## config.mk

```make
export PLATFORM = sky130hd
export DESIGN_NAME = pin_test_sequencer
export DESIGN_NICKNAME = d
export VERILOG_FILES = /design/src/rtl/pin_test_pkg.sv /design/src/rtl/btn_debounce.sv /design/src/rtl/pin_test_sequencer.sv
export SDC_FILE = /design/constraint.sdc
export NUM_CORES = 1
export LEC_CHECK = 0
export BUFFER_PORTS_ARGS = -buffer_cell sky130_fd_sc_hd__buf_4
export CAP_MARGIN = 25
export CORE_AREA = 3 3 87 89
export CTS_CLUSTER_DIAMETER = 60
export DETAILED_ROUTE_END_ITERATION = 8
export DIE_AREA = 0 0 90 92
export GPL_ROUTABILITY_DRIVEN = 0
export PLACE_DENSITY = 0.73
export SETUP_SLACK_MARGIN = 0.3
export SLEW_MARGIN = 40
export SYNTH_ARGS = -nofsm -noshare
export SYNTH_HDL_FRONTEND = slang
export SYNTH_SLANG_ARGS = --single-unit
```

## constraint.sdc

```tcl
create_clock -name clk -period 3.3 [get_ports clk]
set_input_delay 0.165 -clock clk [delete_from_list [all_inputs] [get_ports clk]]
set_output_delay 0.165 -clock clk [all_outputs]
set_load 0.03 [all_outputs]
```

## src/rtl/pin_test_pkg.sv

```systemverilog
// Shared types and helpers for the pin-test pattern sequencer.
// Contents: the mode enum, the mode count, the default pin count and the
// pattern decode function.
package pin_test_pkg;

  localparam int unsigned NUM_MODES        = 4;
  localparam int unsigned DEFAULT_NUM_PINS = 26;
  localparam int unsigned MAX_PINS         = 32;

  typedef enum logic [1:0] {
    MODE_WALK1   = 2'd0,
    MODE_WALK0   = 2'd1,
    MODE_ALL_ON  = 2'd2,
    MODE_ALL_OFF = 2'd3
  } mode_e;

  // Full-width pattern for a given mode and pin position; callers truncate to their pin count.
  function automatic logic [MAX_PINS-1:0] pattern_decode(input mode_e m, input logic [4:0] idx);
    logic [MAX_PINS-1:0] onehot;
    onehot = MAX_PINS'(1) << idx;
    case (m)
      MODE_WALK1:   pattern_decode = onehot;
      MODE_WALK0:   pattern_decode = ~onehot;
      MODE_ALL_ON:  pattern_decode = '1;
      default:      pattern_decode = '0;
    endcase
  endfunction

endpackage

```

## src/rtl/btn_debounce.sv

```systemverilog
// Button conditioner: two-flop synchroniser, stability counter and press detector.
// Ports:
//   clk      in  fabric clock
//   rst      in  synchronous active-high reset
//   btn_n_i  in  raw asynchronous button, active-low
//   press_o  out one-cycle pulse on each accepted press (debounced 1->0)
module btn_debounce #(
  parameter int unsigned DEBOUNCE_CYCLES = 100000
) (
  input  logic clk,
  input  logic rst,
  input  logic btn_n_i,
  output logic press_o
);

  localparam int unsigned CW = (DEBOUNCE_CYCLES > 1) ? $clog2(DEBOUNCE_CYCLES) : 1;
  localparam logic [CW-1:0] CNT_LAST = CW'(DEBOUNCE_CYCLES - 1);

  logic          s1_q, s2_q, db_q, db_dly_q, press_q;
  logic          db_d, press_d;
  logic [CW-1:0] cnt_q, cnt_d;

  // Accept a new level only after it has been stable for DEBOUNCE_CYCLES samples.
  always_comb begin
    db_d    = db_q;
    cnt_d   = '0;
    press_d = db_dly_q & ~db_q;
    if (s2_q != db_q) begin
      if (cnt_q == CNT_LAST) begin
        db_d  = s2_q;
        cnt_d = '0;
      end else begin
        cnt_d = cnt_q + CW'(1);
      end
    end
  end

  always_ff @(posedge clk) begin
    if (rst) begin
      s1_q     <= 1'b1;
      s2_q     <= 1'b1;
      db_q     <= 1'b1;
      db_dly_q <= 1'b1;
      cnt_q    <= '0;
      press_q  <= 1'b0;
    end else begin
      s1_q     <= btn_n_i;
      s2_q     <= s1_q;
      db_q     <= db_d;
      db_dly_q <= db_q;
      cnt_q    <= cnt_d;
      press_q  <= press_d;
    end
  end

  assign press_o = press_q;

endmodule

```

## src/rtl/pin_test_sequencer.sv

```systemverilog
// Pin-test pattern sequencer: walks a pin position with a programmable dwell,
// selects the output pattern by mode, advances mode on each button press and
// toggles a heartbeat LED once per completed sweep.
// Ports:
//   clk         in  fabric clock, rising edge
//   rst         in  synchronous active-high reset
//   btn_n       in  raw button, active-low
//   out_pins    out registered test pattern, bit 0 drives OUT_0
//   pin_idx     out current pin position (zero-extended)
//   mode        out current mode (WALK1, WALK0, ALL_ON, ALL_OFF)
//   sweep_done  out one-cycle pulse when pin_idx wraps
//   led         out heartbeat, toggles on every sweep_done
module pin_test_sequencer
  import pin_test_pkg::*;
#(
  parameter int unsigned NUM_PINS        = DEFAULT_NUM_PINS,
  parameter int unsigned DWELL_CYCLES    = 4000000,
  parameter int unsigned DEBOUNCE_CYCLES = 100000
) (
  input  logic                clk,
  input  logic                rst,
  input  logic                btn_n,
  output logic [NUM_PINS-1:0] out_pins,
  output logic [4:0]          pin_idx,
  output logic [1:0]          mode,
  output logic                sweep_done,
  output logic                led
);

  localparam int unsigned   CW       = (DWELL_CYCLES > 1) ? $clog2(DWELL_CYCLES) : 1;
  localparam int unsigned   PW       = $clog2(NUM_PINS);
  localparam logic [CW-1:0] CNT_LAST = CW'(DWELL_CYCLES - 1);
  localparam logic [PW-1:0] IDX_LAST = PW'(NUM_PINS - 1);

  logic                press;
  mode_e               mode_q, mode_d;
  logic [PW-1:0]       idx_q, idx_d;
  logic [CW-1:0]       cnt_q, cnt_d;
  logic                sweep_q, sweep_d;
  logic                led_q, led_d;
  logic [NUM_PINS-1:0] out_q, out_d;

  btn_debounce #(
    .DEBOUNCE_CYCLES (DEBOUNCE_CYCLES)
  ) u_db (
    .clk     (clk),
    .rst     (rst),
    .btn_n_i (btn_n),
    .press_o (press)
  );

  // Press restarts the sweep and outranks a coincident dwell terminal.
  always_comb begin
    mode_d  = mode_q;
    idx_d   = idx_q;
    cnt_d   = cnt_q;
    sweep_d = 1'b0;
    led_d   = led_q;
    if (press) begin
      mode_d = mode_e'(mode_q + 2'd1);
      idx_d  = '0;
      cnt_d  = '0;
    end else if (cnt_q == CNT_LAST) begin
      cnt_d = '0;
      if (idx_q == IDX_LAST) begin
        idx_d   = '0;
        sweep_d = 1'b1;
        led_d   = ~led_q;
      end else begin
        idx_d = idx_q + PW'(1);
      end
    end else begin
      cnt_d = cnt_q + CW'(1);
    end
    // Decoded from next state so the pattern lines up with mode/pin_idx.
    out_d = NUM_PINS'(pattern_decode(mode_d, 5'(idx_d)));
  end

  always_ff @(posedge clk) begin
    if (rst) begin
      mode_q  <= MODE_WALK1;
      idx_q   <= '0;
      cnt_q   <= '0;
      sweep_q <= 1'b0;
      led_q   <= 1'b0;
      out_q   <= NUM_PINS'(1);
    end else begin
      mode_q  <= mode_d;
      idx_q   <= idx_d;
      cnt_q   <= cnt_d;
      sweep_q <= sweep_d;
      led_q   <= led_d;
      out_q   <= out_d;
    end
  end

  assign out_pins   = out_q;
  assign pin_idx    = 5'(idx_q);
  assign mode       = mode_q;
  assign sweep_done = sweep_q;
  assign led        = led_q;

endmodule
```

==> results.md <==
| Quantity | Value |
|---|---|
| Overflow after GRT | 0 |
| Final setup slack of the worst path | 0.511 ns |
| Critical Path Start | cnt_q[8] |
| Peak supply drop | 0.343 mV |
| Worst flop-to-flop path endpoint | out_pins[17] |
| Largest net degree at the start of global routing | 22 |
| Clk buf depth | 2 |
| Slew Limit Fails | 0 |
| CTS tree | done |
| Unrepaired setup endpoints after global routing | no |
| DP Wirelength | 5440 microns |
| Post-CTS setup buffer count | 0 |
| Combinational fraction of design power | 0.016 |
| Max H-tree Level | 3 |
| Cell chosen for the clock root | sky130_fd_sc_hd__clkbuf_8 |
| Number of maximum-capacitance violations | 0 |
| # nets final | 445 |
| Distinct cell type count of the synthesized netlist | 57 |
| Most frequent standard cell in the layout excluding fill and tap cells | sky130_fd_sc_hd__dfxtp_1 |
| CTS Buf Count | 9 |
| Count of cells resized by post-cts repair | 0 |
| Antenna diode count | 0 |
| Fraction of power spent switching nets | 0.218 |
| Top Usage Layer GRT | met2 |
| Routed via count divided by cell count | 5.44 |
| Number of instances in the synthesized netlist | 406 |
| Port Buffers | 37 |
| Crit share post-route | 0.845 |
| WP data required | 3.59 ns |
| Drc violations | 0 |
| Cell internal pwr | 1.36 mW |
| Path class of the lowest-slack min-delay path | input port to register |
| Drt total wl | 7530 microns |
| Critical Path End | out_pins[17] |
| Tot GR Track Use | 0.196 |
| Leakage power summed over all cells | 1.60 nW |
| Via count of the first global-routing pass | 2802 |
| Sinks on Clock Net | 79 |
| Net switching power | 380 uW |
| Netlist area before placement | 0.00368 sq mm |
| Number of placement rows | 30 |
| Final hold violation count | 0 |
| Setup clock skew after layout | 0.00824 ns |
| Worst slack at placement | 0.525 ns |
| Max transition margin | 0.470 |
| Number of synthesized register bits | 79 |
| Status | finished, final reports clean |
| Count of hold-fix buffers inserted at cts | 1 |
| Worst Path Max Fanout | 12 |
| Wire length of the first global-routing pass | 13300 microns |
| Commonest non-fill, non-tap cells in the layout | sky130_fd_sc_hd__dfxtp_1 (79), sky130_fd_sc_hd__nor2_1 (60), sky130_fd_sc_hd__nand3_1 (41), sky130_fd_sc_hd__buf_4 (41), sky130_fd_sc_hd__mux2i_1 (25) |
| Reg power frac | 0.551 |
| I/O pin count | 38 |
| Number of nets produced by synthesis | 413 |
| Initial cell density of the core | 0.539 |
| Post-DR wirelength/cell | 14.0 microns |
| Full die area | 0.00828 sq mm |
| Core region area | 0.00683 sq mm |
| Slowest cell on crit path | sky130_fd_sc_hd__or4_1 |
| Worst R2R Setup Slack | 0.51 ns |
| Async S/R FF share, synth | 0 |
| Antenna violations before repair | 0 |
| Y dimension of the die | 92 microns |
| Final critical path time including I/O delays and setup | 2.79 ns |
| Fraction of the yosys area taken by sequential cells | 0.429 |
| Reg-to-reg startpoint | cnt_q[8] |
| Final number of setup-violating endpoints | 0 |
| Portion of total power attributed to the clock network | 0.433 |
| Fin Setup TNS | 0 ns |
| DR vias | 2933 |
| Post-synth EDFFs | 0 |
| Average cell area after synthesis | 9.08 sq um |
| Width of the die | 90 microns |
| Clock slew at reported path FFs | 0.08 ns |
| Cell breakdown of the critical path | or4_1 -> nor4_2 -> and2_1 -> mux2_2 -> nor4b_1 -> mux2i_1 |
| Power density of the placed cells | 411 mW/mm^2 |
| Crit start category | register |
| Worst slew pin tran | 0.793 ns |
| Largest stage delay on the critical path | 0.54 ns |
| Fraction of layout instances using a drive strength above 1 | 0.174 |
| Worst setup EP type | register |
| Pre-antenna DRT Iters | 4 |
| GR Layer Usage met3 | 0.0500 |
| GRT met1 Usage | 0.263 |
| R2R depth | 6 |
| Source-to-sink clock delay at the later pin of the worst-skew pair | 0.36 ns |
| Yosys Warn Count | 0 |
| 1st-iter DRT viols | 132 |
| Critical path type | register to register |
| Met2 capacity usage during global routing | 0.301 |
| Layout area overhead | 15.2% |
| Dominant register cell in the synthesized netlist | sky130_fd_sc_hd__dfxtp_1 |
| Max Freq | 359 MHz |
| Data arrival time at the worst-slack endpoint | 3.08 ns |
| Detail Route Antenna Nets | 0 |
cell usage after synthesis (2+ instances only):
cell                       count  share of area
sky130_fd_sc_hd__buf_2         5         0.0068
sky130_fd_sc_hd__nand2_1      20          0.020
sky130_fd_sc_hd__nor4b_1       3         0.0071
sky130_fd_sc_hd__xor2_1       17          0.040
sky130_fd_sc_hd__buf_4         2         0.0041
sky130_fd_sc_hd__xnor2_1      19          0.045
sky130_fd_sc_hd__a211oi_2      2         0.0068
sky130_fd_sc_hd__or2_2         4         0.0068
sky130_fd_sc_hd__dfxtp_1      79           0.43
sky130_fd_sc_hd__nor2b_1       2         0.0034
sky130_fd_sc_hd__or3_1         7          0.012
sky130_fd_sc_hd__o31a_1        2         0.0048
sky130_fd_sc_hd__nand3_1      41          0.056
sky130_fd_sc_hd__a31oi_1       2         0.0034
sky130_fd_sc_hd__and4_1        5          0.012
sky130_fd_sc_hd__nor2_1       60          0.061
sky130_fd_sc_hd__nor4_1        4         0.0068
sky130_fd_sc_hd__and2_1        2         0.0034
sky130_fd_sc_hd__and3_1        5         0.0085
sky130_fd_sc_hd__mux2i_1      25          0.068
sky130_fd_sc_hd__inv_1        13          0.013
sky130_fd_sc_hd__o21a_1        2         0.0041
sky130_fd_sc_hd__and4b_1       2         0.0054
sky130_fd_sc_hd__ha_1          4          0.014
sky130_fd_sc_hd__nand4_1       7          0.012
sky130_fd_sc_hd__nor4b_2       6          0.024
sky130_fd_sc_hd__nand2b_1      2         0.0034
sky130_fd_sc_hd__clkbuf_1     14          0.014
sky130_fd_sc_hd__a21oi_1       8          0.011
sky130_fd_sc_hd__o21ai_0       4         0.0054
sky130_fd_sc_hd__nor3_1       12          0.016
metal layers:
layer,routed length (microns),vias up,part of all wire
met1,3510,1368,0.47
met5,0,-,0
met4,76,0,0.010
met3,437,8,0.058
li1,-,1490,-
met2,3500,67,0.47
per-stage QoR:
| stage | std cells | hold slack [ns] | power (mW) | util | cell area, sq um |
|---|---|---|---|---|---|
| floorplan | 406 | 0.269 | 1.00 | - | 3680 |
| global placement | 522 | 0.350 | 1.01 | 0.588 | 4020 |
| detailed placement | 522 | 0.353 | 1.01 | 0.588 | 4020 |
| CTS | 539 | 0.0597 | 1.77 | 0.621 | 4250 |
| global route | 539 | 0.0908 | 1.80 | 0.621 | 4250 |
| finish | 539 | 0.0745 | 1.74 | 0.621 | 4250 |
area by class of cell:
cell class,instances,area (sq um)
timing repair buffer,42,318
clock buffer,11,151
inverter,13,48.8
sequential,79,1580
clock inverter,5,63.8
multi-input combinational,293,1960
fill,625,2590
tap,96,120
logic make-up after synthesis:
logic type	count (synthesis)	share of synthesized area
XOR/XNOR	36	0.0856
buffers and inverters	34	0.0384
AND/OR/NAND/NOR	192	0.284
flip-flops	79	0.429
multiplexers	27	0.0747
AO/OA/AOI/OAI	34	0.0747
adder cells (fa/ha/maj)	4	0.0136
flip-flops by register name, indices dropped and copies added (netlist names):
signal and count:
led 1, cnt_q 22, sweep_done 1, mode 2, u_db.cnt_q 17, u_db.db_q 1, u_db.s2_q 1, out_pins 26
u_db.s1_q 1, u_db.press_o 1, pin_idx 5, u_db.db_dly_q 1
how the worst min path moves through the flow:
| stage | startpoint | endpoint | cells after the start |
|---|---|---|---|
| final | rst | mode[1] | 2 |
| after global routing | rst | mode[0] | 2 |
| after CTS | rst | mode[1] | 2 |
| after detailed placement | btn_n | u_db.s1_q | 2 |
| after global placement | btn_n | u_db.s1_q | 2 |
| after floorplan | btn_n | u_db.s1_q | 1 |
critical path, delay by kind of cell (launching register included):
kind | cells | cell delay [ns]
AND/OR/NAND/NOR | 4 | 1.65
multiplexers | 2 | 0.73
flip-flops | 1 | 0.35
power by group through the flow:
stage                     sequential [mW]  combinational, mW  clock, mW
after floorplan                     0.983             0.0203          0
after global placement              0.983             0.0270          0
after detailed placement            0.983             0.0276          0
after CTS                           0.961             0.0285      0.779
after global routing                0.962             0.0322      0.809
final                               0.961             0.0282      0.754
No activity file was read; power rests on OpenSTA's default activity.
